==> config.mk <==
export PLATFORM = sky130hd
export DESIGN_NAME = byte_link_bus_bridge
export DESIGN_NICKNAME = d
export VERILOG_FILES = /design/src/rtl/byte_link_bus_bridge.sv
export SDC_FILE = /design/constraint.sdc
export NUM_CORES = 1
export LEC_CHECK = 0
export CAP_MARGIN = 20
export CORE_AREA = 8 8 158 160
export DETAILED_ROUTE_END_ITERATION = 8
export DIE_AREA = 0 0 166 168
export PLACE_DENSITY = 0.53
export SYNTH_ARGS = -nofsm -noshare
export SYNTH_HDL_FRONTEND = slang
export SYNTH_SLANG_ARGS = --single-unit
==> constraint.sdc <==
create_clock -name clk -period 4.9 [get_ports clk]
set_clock_uncertainty 0.05 [all_clocks]
set_input_delay 0.98 -clock clk [delete_from_list [all_inputs] [get_ports clk]]
set_output_delay 0.98 -clock clk [all_outputs]
set_load 0.005 [all_outputs]
==> src/rtl/byte_link_bus_bridge.sv <==
// Pin-side bridge: gathers a 4-beat little-endian address/wdata frame, performs one 32-bit
// req/ack memory access, then returns 4 read bytes in fixed DATA slots.
module byte_link_bus_bridge #(
  parameter int          WAIT_BEATS   = 2,
  parameter logic [31:0] TIMEOUT_DATA = 32'hDEAD_BEEF
) (
  input  logic        clk,
  input  logic        rst_n,
  input  logic        link_start,
  input  logic        link_rw,
  input  logic [7:0]  link_addr_byte,
  input  logic [7:0]  link_wdata_byte,
  output logic [7:0]  link_rdata_byte,
  output logic        link_rdata_oe,
  output logic        mem_req,
  output logic        mem_we,
  output logic [31:0] mem_addr,
  output logic [31:0] mem_wdata,
  input  logic [31:0] mem_rdata,
  input  logic        mem_ack,
  output logic        frame_done,
  input  logic        err_clr,
  output logic        timeout_err,
  output logic        sync_err
);

  typedef enum logic [1:0] {IDLE, ADDR, ACCESS, DATA} state_t;

  state_t      state, state_nxt;
  logic [2:0]  cnt, cnt_nxt;
  logic        rw;
  logic [23:0] addr_lo, wdata_lo;
  logic [31:0] rbuf;
  logic        abort, last_beat, access_end, timeout_set;

  always_ff @(posedge clk or negedge rst_n) begin
    if (!rst_n) begin
      state <= IDLE;
      cnt   <= 3'd0;
    end else begin
      state <= state_nxt;
      cnt   <= cnt_nxt;
    end
  end

  assign access_end = (cnt == 3'(WAIT_BEATS - 1));

  always_comb begin
    state_nxt = state;
    cnt_nxt   = cnt;
    abort     = 1'b0;
    last_beat = 1'b0;
    case (state)
      IDLE: begin
        if (link_start) begin
          state_nxt = ADDR;
          cnt_nxt   = 3'd0;
        end
      end
      ADDR: begin
        if (link_start) begin
          abort = 1'b1;
        end else if (cnt == 3'd3) begin
          state_nxt = ACCESS;
          cnt_nxt   = 3'd0;
        end else begin
          cnt_nxt = cnt + 3'd1;
        end
      end
      ACCESS: begin
        if (link_start) begin
          abort = 1'b1;
        end else if (access_end) begin
          state_nxt = DATA;
          cnt_nxt   = 3'd0;
        end else begin
          cnt_nxt = cnt + 3'd1;
        end
      end
      default: begin
        // A start on the final DATA beat is a clean back-to-back frame, not a resync.
        if (cnt == 3'd3) begin
          last_beat = 1'b1;
          state_nxt = link_start ? ADDR : IDLE;
          cnt_nxt   = 3'd0;
        end else if (link_start) begin
          abort = 1'b1;
        end else begin
          cnt_nxt = cnt + 3'd1;
        end
      end
    endcase
    if (abort) begin
      state_nxt = ADDR;
      cnt_nxt   = 3'd0;
    end
  end

  assign timeout_set = (state == ACCESS) && !link_start && mem_req && !mem_ack && access_end;

  always_ff @(posedge clk or negedge rst_n) begin
    if (!rst_n) begin
      rw          <= 1'b0;
      addr_lo     <= 24'd0;
      wdata_lo    <= 24'd0;
      mem_addr    <= 32'd0;
      mem_wdata   <= 32'd0;
      mem_req     <= 1'b0;
      mem_we      <= 1'b0;
      rbuf        <= 32'd0;
      timeout_err <= 1'b0;
      sync_err    <= 1'b0;
    end else begin
      if (link_start) begin
        rw <= link_rw;
      end
      if (link_start) begin
        mem_req <= 1'b0;
      end else if (state == ADDR) begin
        case (cnt[1:0])
          2'd0: begin addr_lo[7:0]   <= link_addr_byte; wdata_lo[7:0]   <= link_wdata_byte; end
          2'd1: begin addr_lo[15:8]  <= link_addr_byte; wdata_lo[15:8]  <= link_wdata_byte; end
          2'd2: begin addr_lo[23:16] <= link_addr_byte; wdata_lo[23:16] <= link_wdata_byte; end
          default: begin
            mem_addr  <= {link_addr_byte, addr_lo};
            mem_wdata <= {link_wdata_byte, wdata_lo};
            mem_we    <= rw;
            mem_req   <= 1'b1;
          end
        endcase
      end else if (state == ACCESS && mem_req) begin
        if (mem_ack) begin
          mem_req <= 1'b0;
          if (!rw) rbuf <= mem_rdata;
        end else if (access_end) begin
          mem_req <= 1'b0;
          if (!rw) rbuf <= TIMEOUT_DATA;
        end
      end
      // A new error in the same cycle as err_clr keeps the flag set.
      timeout_err <= (timeout_err & ~err_clr) | timeout_set;
      sync_err    <= (sync_err & ~err_clr) | abort;
    end
  end

  assign frame_done      = last_beat;
  assign link_rdata_oe   = (state == DATA) && !rw;
  assign link_rdata_byte = link_rdata_oe ? rbuf[{cnt[1:0], 3'b000} +: 8] : 8'd0;

endmodule

Word-level counts from Yosys, hierarchy flattened:

Index checks and enable logic that the tools add are counted.

* register bits: 154
* output and inout port bits: 78
* word-level logic and storage cells: 101

* add/subtract/negate cells: 1
* eq/ne operators: 14
* shift-type cells: 1
* multiplexer cells: 34
* bitwise gates (word level): 9
* reductions and logical operators: 26

Operators with widths (count)
* $mux W32: 4
* $shiftx A32 B6 Y8: 1
* $mux W3: 8
* $ne A3 B3 Y1 const B: 6
* $reduce_and A3 Y1: 5
* $mux W2: 7
* $mux W1: 11
* $pmux W3 S3: 1
* $mux W8: 1
* $reduce_bool A4 Y1: 2
* $eq A2 B2 Y1 const B: 3
* $logic_and A1 B1 Y1: 6
* $pmux W2 S3: 1
* $reduce_and A6 Y1: 1
* $reduce_or A3 Y1: 2
* $not A1 Y1: 5
* $reduce_and A5 Y1: 1
* $eq A2 B1 Y1 const B: 2
* $logic_not A2 Y1: 2
* $ne A4 B1 Y1 const B: 1
* $reduce_and A4 Y1: 1
* $add A3 B1 Y3 const B: 1
* $eq A3 B1 Y1 const B: 1
* $eq A3 B2 Y1 const B: 1
* other kinds (7): 11

Logic depth before layout (Yosys ltp):

* word-level depth: 6
* depth in mapped cells: 8

Least setup slack after synthesis:

OpenSTA, ideal clock, no wires.

* path kind: register -> output
* start point: reg cnt[0]
* end point: out link_rdata_byte[0]
* arrival time: 1332 ps
* required time: 3870 ps
* setup slack: 2538 ps
* stages on the path, launching flop included: 4
* buffers on the path: 1
* cells stage by stage: dfrtp_1 > buf_2 > mux4_2 > nor2b_1

* longest elaborated chain between the ends: 2

Ends and longest elaborated chain
* start: declaration: line 30 `logic [2:0] cnt, cnt_nxt;`
* start signal: assignment: line 42 `cnt <= cnt_nxt;`
* $shiftx A32 B6 Y8: line 148 `assign link_rdata_byte = link_rdata_oe ? rbuf[{cnt[1:0], 3'b000} +: 8] : 8'd0;`
* $mux W8: line 148
* end: declaration: line 13 `output logic [7:0] link_rdata_byte,`

No other way between the ends.

Final worst setup path:

* start point: reg cnt[0]
* end point: out link_rdata_byte[6]

Same word-level chain as after synthesis.

==> results.md <==
- RePlAce Congestion: 0.7520
- Starting density of the core: about 29%
- I/O pin count: 132
- Post-Synthesis Cells: 469
- Post-CTS Repair Setup Buffers: 0
- Number of warning messages in the yosys log: 0
- DRC marker count from the first detailed-route iteration: 168
- Flops & latches, synth: 154
- Kind of end point of the critical path: output pin
- Max Transition Viols Final: 0
- Hold slack final: roughly 430 ps
- Pwr dens: approximately 540 mW/mm²
- Startpoint-to-endpoint class of the critical path: flip-flop to output pin
- Mapped Nets: 535
- Final worst setup slack: roughly 1300 ps
- Detailed placement HPWL: between 10 and 15 mm
- Hold path start: rbuf[14]
- Clock tree from TritonCTS: built
- H-Tree Depth: 4
- Maximum clock path buffer count: 2
- Count of input and output buffers: 131
- GRT Resource Usage Total: a little under an eighth
- Data arrival time of the critical path: around 2500 ps
- Period minus WS final: 3550 ps
- Most repeated cell in the gate-level netlist after synthesis: sky130_fd_sc_hd__dfrtp_1
- Number of nets with antenna violations after detailed routing: 0
- Actual transition at the worst max-transition pin: 1014 ps
- Critical Path Start: cnt[0]
- Worst min-delay path class: flip-flop to flip-flop
- Result of the run: complete, no violations
- Number of antenna violations at the first check in global routing: 0
- Clock Tree Root: sky130_fd_sc_hd__clkbuf_16
- Unique masters post-synth: 34
- Biggest area contributors in the synthesized netlist: sky130_fd_sc_hd__dfrtp_1 59%, sky130_fd_sc_hd__mux2_2 13%, sky130_fd_sc_hd__mux2_4 8.9%, sky130_fd_sc_hd__mux4_2 2.7%, sky130_fd_sc_hd__nand2_1 2.4%
- Mean number of vias per cell: between 4 and 5
- Post-layout net count: 666
- Reg2Reg Setup Slack: ~2300 ps
- Total grt overflow: 0
- Number of maximum-capacitance constraint violations: 0
- Total setup violations reported at the end of the flow: 0
- Detailed-route via count: between 4000 and 5000
- Standard-cell row count: 55
- Die extent in y: around 170 µm
- Total core area: 0.02237 mm²
- Count of flip-flops with a built-in enable after synthesis: 0
- Largest net degree at the start of global routing: 108
- Element type at the critical path start: flip-flop
- Startpoint of the most critical register-to-register path: cnt[0]
- Share of cells above drive strength 1: 27.29%
- Iteration count of the initial detailed-routing pass: 4
- Aggregate negative setup slack: 0 ps
- Hold violation total from the final report: 0
- Cell area after synthesis: 0.006580 mm²
- Via count of the first global-routing pass: 4404
- Data required time of the worst path: between 3000 and 4000 ps
- Slew Limit Headroom: between 30% and 40%
- Routed WL: approximately 15 mm
- Highest clock frequency the design can meet: approximately 280 MHz
- Number of DRC violations after detailed routing: 0
- Overall die area: about 0.028 mm²
- Later-pin clock latency in the skew report: approximately 420 ps
- Post-CTS clock slew at the launch and capture registers of the worst setup and hold paths: roughly 60 ps
- Post-synthesis async set-or-reset flop share: 100.0%
- Die Wd: ~170 µm
- Wire length of the first global-routing pass: about 25 mm
- Share of the yosys chip area belonging to registers: roughly three fifths
- Diodes inserted: 0
- CTS Hold Bufs: 0
- Static Leak: slightly below 4 nW
- CTS Buf Count: 17
- Post-synth top area share: between 50% and 60%
- Worst vdd rail ir drop: approximately 0.0002 V
- Count of instances resized after the clock tree is built: 0
- Top post-synthesis cells by count: 154 x sky130_fd_sc_hd__dfrtp_1, 76 x sky130_fd_sc_hd__mux2_2, 42 x sky130_fd_sc_hd__nand2_1
- Cell type with the highest aggregate area in the netlist: sky130_fd_sc_hd__dfrtp_1
- Number of sinks on the clock net: 154
- Avg Synthesized Cell Area: ~14 µm²
- Unrepaired setup endpoints after global routing: false
- Period utilisation layout: 72.45%
- Worst Path Max Fanout: 14
- Layout overhead on the synthesized area: 32.67%
- Final routed wire length divided by cell count: 16.93 µm
- Pre-CTS worst setup slack: ~1500 ps
- Most instantiated flip-flop cell in the synthesis netlist: sky130_fd_sc_hd__dfrtp_1
-- area by class of cell --
class                           count  area [µm²]
Fill cell                        2110       13640
Clock inverter                     13       160.2
Clock buffer                       18       439.2
Inverter                           11       41.29
Timing Repair Buffer              135        1343
Multi-Input combinational cell    281        2536
Tap cell                          285       356.6
Sequential cell                   154        3854
-- cells by family after synthesis --
logic type / synth area share [%]
multiplexers: 24.64
adder cells (fa/ha/maj): 2.282
flip-flops: 58.57
AND/OR/NAND/NOR: 6.598
buffers and inverters: 2.966
AO/OA/AOI/OAI: 4.944
-- registers in the layout, indices dropped and copies added, names as in the netlist --
signal       cells
mem_addr        32
mem_wdata       32
rbuf            32
addr_lo         24
wdata_lo        24
cnt              3
state            2
mem_req          1
mem_we           1
rw               1
sync_err         1
timeout_err      1
-- per-layer routing --
| layer | wire length, µm | up-vias | GRT usage, % |
|---|---|---|---|
| met5 | 0 | - | 0 |
| met4 | 148 | 0 | 3.241 |
| met3 | 996 | 11 | 4.186 |
| met2 | 6505 | 116 | 16.43 |
| met1 | 7540 | 2043 | 15.31 |
| li1 | - | 1884 | - |
-- metrics by stage --
step	power [mW]	utilization, %	instances	instance area, µm²
2_1_floorplan	2.717	-	469	6580
3_3_place_gp	3.394	36.35	866	8130
3_5_place_dp	3.446	36.35	866	8130
4_1_cts	4.804	39.03	897	8730
5_1_grt	5.011	39.03	897	8730
6_report	4.720	39.03	897	8730
-- path summary, 6_finish.rpt --
check,cells after the start,to
worst min register to register,2,rbuf[14]
min in group asynchronous,1,mem_addr[27]
worst max register to register,4,mem_addr[20]
max in group asynchronous,2,rbuf[10]
worst max-delay path,3,link_rdata_byte[6]
worst min-delay path,2,rbuf[14]
-- power breakdown --
group	switching, mW	total, mW	internal [mW]
clock network	0.558	1.34	0.778
registers	0.278	1.98	1.70
logic	0.470	1.40	0.934
total	1.31	4.72	3.41
-- layout by cell type (no fill, tap or decap), types with 2 or more instances in the layout --
cell type / Yosys / final
sky130_fd_sc_hd__inv_1: 10 / 10
sky130_fd_sc_hd__nor2b_4: 2 / 2
sky130_fd_sc_hd__nand2_2: 4 / 3
sky130_fd_sc_hd__mux2_4: 39 / 39
sky130_fd_sc_hd__nor2b_1: 10 / 10
sky130_fd_sc_hd__buf_4: 0 / 4
sky130_fd_sc_hd__a21boi_1: 2 / 2
sky130_fd_sc_hd__inv_6: 0 / 3
sky130_fd_sc_hd__a21oi_1: 2 / 2
sky130_fd_sc_hd__o21ai_0: 25 / 25
sky130_fd_sc_hd__a22o_1: 3 / 3
sky130_fd_sc_hd__inv_8: 0 / 3
sky130_fd_sc_hd__o21ai_1: 8 / 8
sky130_fd_sc_hd__nand2b_1: 4 / 4
sky130_fd_sc_hd__o21bai_1: 2 / 2
sky130_fd_sc_hd__clkdlybuf4s50_1: 0 / 130
sky130_fd_sc_hd__clkinv_4: 0 / 2
sky130_fd_sc_hd__nor2_1: 30 / 30
sky130_fd_sc_hd__bufinv_16: 0 / 2
sky130_fd_sc_hd__nand2_1: 42 / 42
sky130_fd_sc_hd__mux4_2: 8 / 8
sky130_fd_sc_hd__clkbuf_16: 0 / 17
sky130_fd_sc_hd__ha_1: 12 / 12
sky130_fd_sc_hd__mux2_2: 76 / 76
sky130_fd_sc_hd__clkinvlp_4: 0 / 3
sky130_fd_sc_hd__dfrtp_1: 154 / 154
-- worst max-delay path: stages (launching register included) --
cell and delay, ps:
sky130_fd_sc_hd__dfrtp_1 850, sky130_fd_sc_hd__mux4_2 590, sky130_fd_sc_hd__nor2b_1 170, sky130_fd_sc_hd__clkdlybuf4s50_1 490
No activity file was read; power rests on OpenSTA's default activity.
